`src/rtl/booth_multiplier_seq.sv`:
```
// booth_multiplier_seq
// Sequential signed radix-2 Booth multiplier. It performs one Booth iteration
// per clock and produces the full 2*WIDTH-bit {HI,LO} product for MUL. The
// start/busy/done handshake matches the restoring divider, so the control
// unit stalls on busy the same way for both.
//
// Ports
//   clk           system clock; every state update happens on the rising edge
//   reset         synchronous, active-high; clears all state
//   start         multiply request; sampled only in IDLE
//   multiplicand  signed operand M; latched when start is accepted
//   multiplier    signed operand Q; latched when start is accepted
//   result        signed product {HI,LO}; changes only on completion or reset
//   hi, lo        upper and lower halves of result
//   busy          high for the WIDTH cycles of the RUN phase
//   done          one-cycle pulse in the cycle after the completion edge
//
// FSM states
//   state  | meaning
//   S_IDLE | waiting for start; result holds the last product
//   S_RUN  | one Booth add/sub plus arithmetic shift per clock
//   S_DONE | result valid and done pulsed; start is ignored here

module booth_multiplier_seq #(
   parameter int WIDTH = 32
) (
   input  logic                 clk,
   input  logic                 reset,
   input  logic                 start,
   input  logic [WIDTH-1:0]     multiplicand,
   input  logic [WIDTH-1:0]     multiplier,
   output logic [2*WIDTH-1:0]   result,
   output logic [WIDTH-1:0]     hi,
   output logic [WIDTH-1:0]     lo,
   output logic                 busy,
   output logic                 done
);

   localparam int CW = $clog2(WIDTH + 1);
   localparam logic [CW-1:0] LAST = CW'(WIDTH - 1);

   typedef enum logic [1:0] {
      S_IDLE = 2'd0,
      S_RUN  = 2'd1,
      S_DONE = 2'd2
   } state_t;

   state_t state;
   state_t state_next;

   // The accumulator is one bit wider than the operands so that subtracting
   // M = -2^(WIDTH-1) cannot overflow.
   logic [WIDTH:0]   m_reg;
   logic [WIDTH:0]   a_reg;
   logic [WIDTH-1:0] q_reg;
   logic             q_m1;
   logic [CW-1:0]    count;

   logic [WIDTH:0]   a_sum;
   logic [WIDTH:0]   a_shift;
   logic [WIDTH-1:0] q_shift;
   logic             last_iter;

   assign last_iter = (count == LAST);

   // Booth recoding of {Q[0],Q-1}, followed by an arithmetic right shift of
   // {A,Q,Q-1}.
   always_comb begin
      a_sum = a_reg;
      case ({q_reg[0], q_m1})
         2'b01:   a_sum = a_reg + m_reg;
         2'b10:   a_sum = a_reg - m_reg;
         default: a_sum = a_reg;
      endcase
      a_shift = {a_sum[WIDTH], a_sum[WIDTH:1]};
      q_shift = {a_sum[0], q_reg[WIDTH-1:1]};
   end

   always_ff @(posedge clk) begin
      if (reset) begin
         state <= S_IDLE;
      end else begin
         state <= state_next;
      end
   end

   always_comb begin
      state_next = state;
      busy       = 1'b0;
      done       = 1'b0;
      case (state)
         S_IDLE: begin
            if (start) begin
               state_next = S_RUN;
            end
         end
         S_RUN: begin
            busy = 1'b1;
            if (last_iter) begin
               state_next = S_DONE;
            end
         end
         S_DONE: begin
            done       = 1'b1;
            state_next = S_IDLE;
         end
         default: begin
            state_next = S_IDLE;
         end
      endcase
   end

   always_ff @(posedge clk) begin
      if (reset) begin
         m_reg  <= '0;
         a_reg  <= '0;
         q_reg  <= '0;
         q_m1   <= 1'b0;
         count  <= '0;
         result <= '0;
      end else begin
         case (state)
            S_IDLE: begin
               if (start) begin
                  m_reg <= {multiplicand[WIDTH-1], multiplicand};
                  a_reg <= '0;
                  q_reg <= multiplier;
                  q_m1  <= 1'b0;
                  count <= '0;
               end
            end
            S_RUN: begin
               a_reg <= a_shift;
               q_reg <= q_shift;
               q_m1  <= q_reg[0];
               count <= count + CW'(1);
               if (last_iter) begin
                  result <= {a_shift[WIDTH-1:0], q_shift};
               end
            end
            default: begin
            end
         endcase
      end
   end

   assign hi = result[2*WIDTH-1:WIDTH];
   assign lo = result[WIDTH-1:0];

endmodule

```
`config.mk`:
```
export PLATFORM = sky130hd
export DESIGN_NAME = booth_multiplier_seq
export DESIGN_NICKNAME = d
export VERILOG_FILES = /design/src/rtl/booth_multiplier_seq.sv
export SDC_FILE = /design/constraint.sdc
export NUM_CORES = 1
export LEC_CHECK = 0
export BUFFER_PORTS_ARGS = -buffer_cell sky130_fd_sc_hd__buf_2
export CAP_MARGIN = 20
export CORE_ASPECT_RATIO = 0.75
export CORE_MARGIN = 5
export CORE_UTILIZATION = 50
export DETAILED_ROUTE_END_ITERATION = 10
export PLACE_DENSITY_LB_ADDON = 0.2
export SLEW_MARGIN = 20
export SYNTH_ARGS = -nofsm -noshare
export SYNTH_HDL_FRONTEND = slang
export SYNTH_SLANG_ARGS = --single-unit
```
`constraint.sdc`:
```
create_clock -name clk -period 4.15 [get_ports clk]
set_input_delay 0.415 -clock clk [delete_from_list [all_inputs] [get_ports clk]]
set_output_delay 0.415 -clock clk [all_outputs]
set_load 0.05 [all_outputs]
```
# ---- Word level (Yosys, flattened, before mapping)
# Index checks and enable logic that the tools add are counted.
dict set report totals {
  register_bits 170
  in_bits 67
  out_inout_bits 130
  elab_cells 37
}
dict set report classes {
  n_addsub 3
  n_eq_ne 7
  n_mux 14
  reduce_logical 6
}
# cell n
set ops {}
lappend ops {{$pmux 33 s2} 2}
lappend ops {{$pmux 32 s2} 1}
lappend ops {{$add 33x33->33} 1}
lappend ops {{$mux 33} 1}
lappend ops {{$sub 33x33->33} 1}
lappend ops {{$mux 32} 1}
lappend ops {{$pmux 6 s2} 1}
lappend ops {{$reduce_and 2->1} 4}
lappend ops {{$add 6x1->6 const B} 1}
lappend ops {{$eq 6x5->1 const B} 1}
lappend ops {{$mux 6} 1}
lappend ops {{$eq 2x1->1 const B} 2}
lappend ops {{$eq 2x2->1 const B} 2}
lappend ops {{$mux 2} 2}
lappend ops {{$ne 2x2->1 const B} 2}
lappend ops {{$pmux 2 s2} 1}
lappend ops {{$mux 1} 3}
lappend ops {{$logic_not 2->1} 1}
lappend ops {{$pmux 1 s2} 1}
lappend ops {{$reduce_bool 2->1} 1}

# ---- Logic depth before layout (Yosys ltp)
dict set report logic_depth {
  ltp_word 3
  mapped_depth 19
  mapped_depth_nobuf 17
}

# ---- Worst setup path before layout
# OpenSTA, ideal clock, no wires.
dict set report synth_timing {
  kind {reg-to-reg}
  start {register m_reg[5]}
  end {register a_reg[31]}
  setup_time_ns 0.121
  arrival_ns 4.024
  t_required_ns 4.029
  slack_ns 0.006
  stages_incl_launch_ff 20
  n_path_buf 2
  synth_period_minus_slack_ns 4.144
  path_cell_list {dfxtp_1 -> buf_6 -> or4_4 -> nor2_1 -> nand2_1 -> or3_1 -> nor2_1 -> and3_1 -> nor2_1 -> xnor2_1 -> ha_1 -> clkbuf_1 -> a21o_1 -> a21oi_1 -> o311ai_0 -> nor3_1 -> nor2_1 -> nand3_2 -> nand3_1 -> mux2_2}
}
dict set report synth_between {
  elab_chain_len 3
  word_cells_on_any_way 4
  classes_between {2 x add/sub; 2 x mux}
}
# element line
set synth_lines {}
lappend synth_lines {{start: declaration} 53} ;# logic [WIDTH:0] m_reg;
lappend synth_lines {{start signal: assignment} 125} ;# m_reg <= {multiplicand[WIDTH-1], multiplicand};
lappend synth_lines {{$sub 33x33->33 or $add 33x33->33 (tied branches)} {72, 71}}
lappend synth_lines {{$pmux 33 s2 *} 70} ;# case ({q_reg[0], q_m1})
lappend synth_lines {{$pmux 33 s2 *} 122} ;# case (state)
lappend synth_lines {{end signal: assignment} 133} ;# a_reg <= a_shift;
lappend synth_lines {{end: declaration} 54} ;# logic [WIDTH:0] a_reg;
# Mark *: on every way between the ends. The rest lies on a longest branch, timed or not.
# A chain may end at the register's enable or synchronous reset.

# ---- Worst setup path after layout
dict set report layout_timing {
  start {register m_reg[7]}
  end {register result[63]}
}
dict set report layout_between {
  elab_chain_len 2
  word_cells_on_any_way 3
  classes_between {2 x add/sub; 1 x mux}
}
# element line
set layout_lines {}
lappend layout_lines {{$sub 33x33->33 or $add 33x33->33 (tied branches)} {72, 71}}
lappend layout_lines {{$pmux 33 s2 *} 70}
lappend layout_lines {{end signal: assignment} 138} ;# result <= {a_shift[WIDTH-1:0], q_shift};
lappend layout_lines {{end: declaration} 32} ;# output logic [2*WIDTH-1:0] result,
# Marks and branches as above.

==> impl_metrics.yaml <==
timing:
  max_slew_margin_pct: 44.0
  fin_worst_skew_ns: 0.0146
  whs_ns: 0.204
  hold_violations: 0
  slew_violations: 0
  fin_crit_ns: 4.01
  clock.fmax_mhz: 249
  tightest_slew_ns: 0.840
  grt_setup_unrepaired: "true"
  layout_setup_ws_ns: 0.135
  tns_ns: 0
  setup_viol: 0
  finalCritPeriodShare_pct: 96.7
critical_path:
  path_class: "reg2reg"
  cpPeakStageDelay_ns: 0.56
  crit_cells: 18
  cp_num_buf_inv: 1
  reg2reg_depth: 18
  crit_fanout: 5
  path_cells: "or4_4, nor2_4, nand2_2, or3_4, nor2_4, buf_6, and3_4, a21oi_2, xnor2_1, ha_2, o21a_1, o211ai_1, o311ai_2, nor3_2, o211ai_1, a21o_1, a31o_1, a311oi_1"
  r2r_start: "m_reg[7]"
  slowest_stage: "or4_4"
  regToRegSetupSlack_ns: 0.14
  crit_required_ns: 4.50
  cp_top_family: "simple AND/OR/NAND/NOR gates"
  worstReg2RegEnd: "result[63]"
  crit_arrival_ns: 4.36
  start_kind: "flip-flop"
  endpoint_kind: "flip-flop"
job:
  cap_violations: 0
cts:
  cts-root-buf: "clkbuf_16"
  cts.sinks: 169
  cts_buffers: 17
  clk_path_buf_depth: 2
  clkTransAtPathRegs_ns: 0.08
  clkLatencyLatePin_ns: 0.44
  cts_tree: "done"
  cts_max_level: 4
yosys:
  synth_seq_cells: 169
  ys_async_sr_fraction_pct: 0
  synthFlopType: "dfxtp_1"
  synth_cells: 1292
  synth_seq_area_share_pct: 35.2
  synth_edf_count: 0
  synth_nets: 1395
  synth_area_per_cell_um2: 7.45
  yosysWarnings: 0
  syn-cell-area_um2: 9620
  yosysUniqueCellTypes: 67
worst_hold_path:
  hold_depth: 3
  hold_end: "m_reg[22]"
  worstHoldStart: "multiplicand[22]"
  worstHoldPathType: "in2reg"
route:
  vias: 9453
  drtIter0Drc: 671
  remaining_drc_errors: 0
  finalWirelength_mm: 26.6
  post_drt_wl_per_cell_um: 15.7
  ant_nets: 0
  post_drt_via_cell_ratio: 5.58
  dr.pass1.iters: 5
final_layout:
  areaGrowthSynthToFinish_pct: 18.6
  final_core_util_pct: 59.6
  regMostFlops: "result"
  drive_above_1_share_pct: 24.1
  final_common_cell: "buf_2"
  multi_input_area_um2: 5530
  antennaDiodeCount: 0
  largest_reg_flops: 64
  fin_nets: 1531
  final_cell_mix: "buf_2, nor2_1, nand2_1, dfxtp_1, a21oi_1"
  fill_cells: 1847
  seqCellArea_um2: 3390
place:
  io_buffers: 196
  place_congestion: 0.903
  dp_slack_ns: -0.0103
  post-dp-hpwl_mm: 18.9
grt:
  antenna_found_initial: 0
  grt_max_degree: 78
  grt_usage_pct: 23.0
  overflow: 0
  grt_pass1_vias: 8515
  grt_pass1_wl_mm: 42.0
die:
  boundaryPins: 197
  dieArea_um2: 22100
  start_util_pct: 50.2
  core-area_um2: 19200
  fp.dieH_um: 130
  die_x_um: 170
  row_count: 44
power:
  ir_drop_v: 0.000298
  power_leakage_nw: 5.03
  finalPower_mw: 4.46
  p_per_area_nw_per_um2: 391
status:
  outcome: "finished clean"
[metal layers]
metal  track usage [%]  share of wire (%)
met1              31.4                 46
met2              37.5                 46
met3              3.73                5.7
met4              7.37                2.1
met5                 0                  0
[per-stage QoR]
| step | instances | area (um2) |
|---|---|---|
| 2_1_floorplan | 1292 | 9620 |
| 3_3_place_gp | 1655 | 10600 |
| 3_5_place_dp | 1655 | 10600 |
| 4_1_cts | 1686 | 11200 |
| 5_1_grt | 1693 | 11400 |
| 6_report | 1693 | 11400 |
[how the worst max path moves through the flow]
stage | start | end
floorplan | m_reg[5] | a_reg[31]
global placement | m_reg[2] | result[63]
detailed placement | m_reg[2] | result[63]
CTS | m_reg[5] | result[63]
global route | m_reg[0] | result[63]
finish | m_reg[7] | result[63]
[cells in the mapped netlist (4+ instances only)]
library cell  count  area [um2]
nand2b_1          7        43.8
a32oi_1           5        43.8
nor2_1          192         721
inv_1            23        86.3
a31oi_1          20         125
nor4_1           42         263
and3_1            5        31.3
a21oi_1         131         656
xnor2_1          37         324
a21o_1           16         120
mux2i_1          11         110
and2_1            7        43.8
ha_1             35         438
or2_2             5        31.3
nor2b_1           8        50.1
nor3_1           26         130
nand4_1           4        25.0
o211a_1           5        50.1
clkbuf_1         63         236
a211oi_1         21         158
or3_1            11        68.8
nand3_1          66         330
a311oi_1         11        96.3
buf_1            18        67.6
o211ai_1          5        37.5
nand2_1         182         683
o21ai_0          35         175
o21a_1           11        82.6
dfxtp_1         169        3380
buf_4            64         480
xor2_1            5        43.8
[report_power, final]
part,switching [mW],internal (mW),leakage [nW]
Combinational,0.654,0.475,3.37
Sequential,0.0670,1.69,1.38
Clock,0.774,0.805,0.285
[repair_timing]
item | 4_1_cts | 5_1_grt
pin swaps | 0 | 24
setup buffers | 0 | 8
endpoints found under the setup margin | 2 | 26
hold buffers | 0 | 0
resized for setup | 2 | 41
[area by class of cell]
cell class                      count  area share (%)
Clock buffer                       17            3.73
Clock inverter                     14            1.34
Inverter                           23           0.757
Multi-Input combinational cell    953            48.5
Sequential cell                   169            29.7
Tap cell                          253            2.77
Timing Repair Buffer              264            13.3
[worst reg2reg max path: cells and delay by family (launching register included)]
family,cells,cell delay [ns]
AND/OR/NAND/NOR,7,1.57
buffers and inverters,1,0.12
adder cells (fa/ha/maj),1,0.31
XOR/XNOR,1,0.21
flip-flops,1,0.32
AO/OA/AOI/OAI,8,1.42
[cell families after synthesis]
kind of cell               after synthesis  share of synthesized area (%)
buffers and inverters                  170                           9.22
xor gates and xnor gates                42                           3.82
DFF                                    169                           35.2
AOI/OAI and AO/OA                      290                           18.7
adders and majority gates               36                           4.76
muxes                                   13                           1.38
and+or+nand+nor                        572                           26.9
Note: power is estimated with default switching activity, not from simulation.
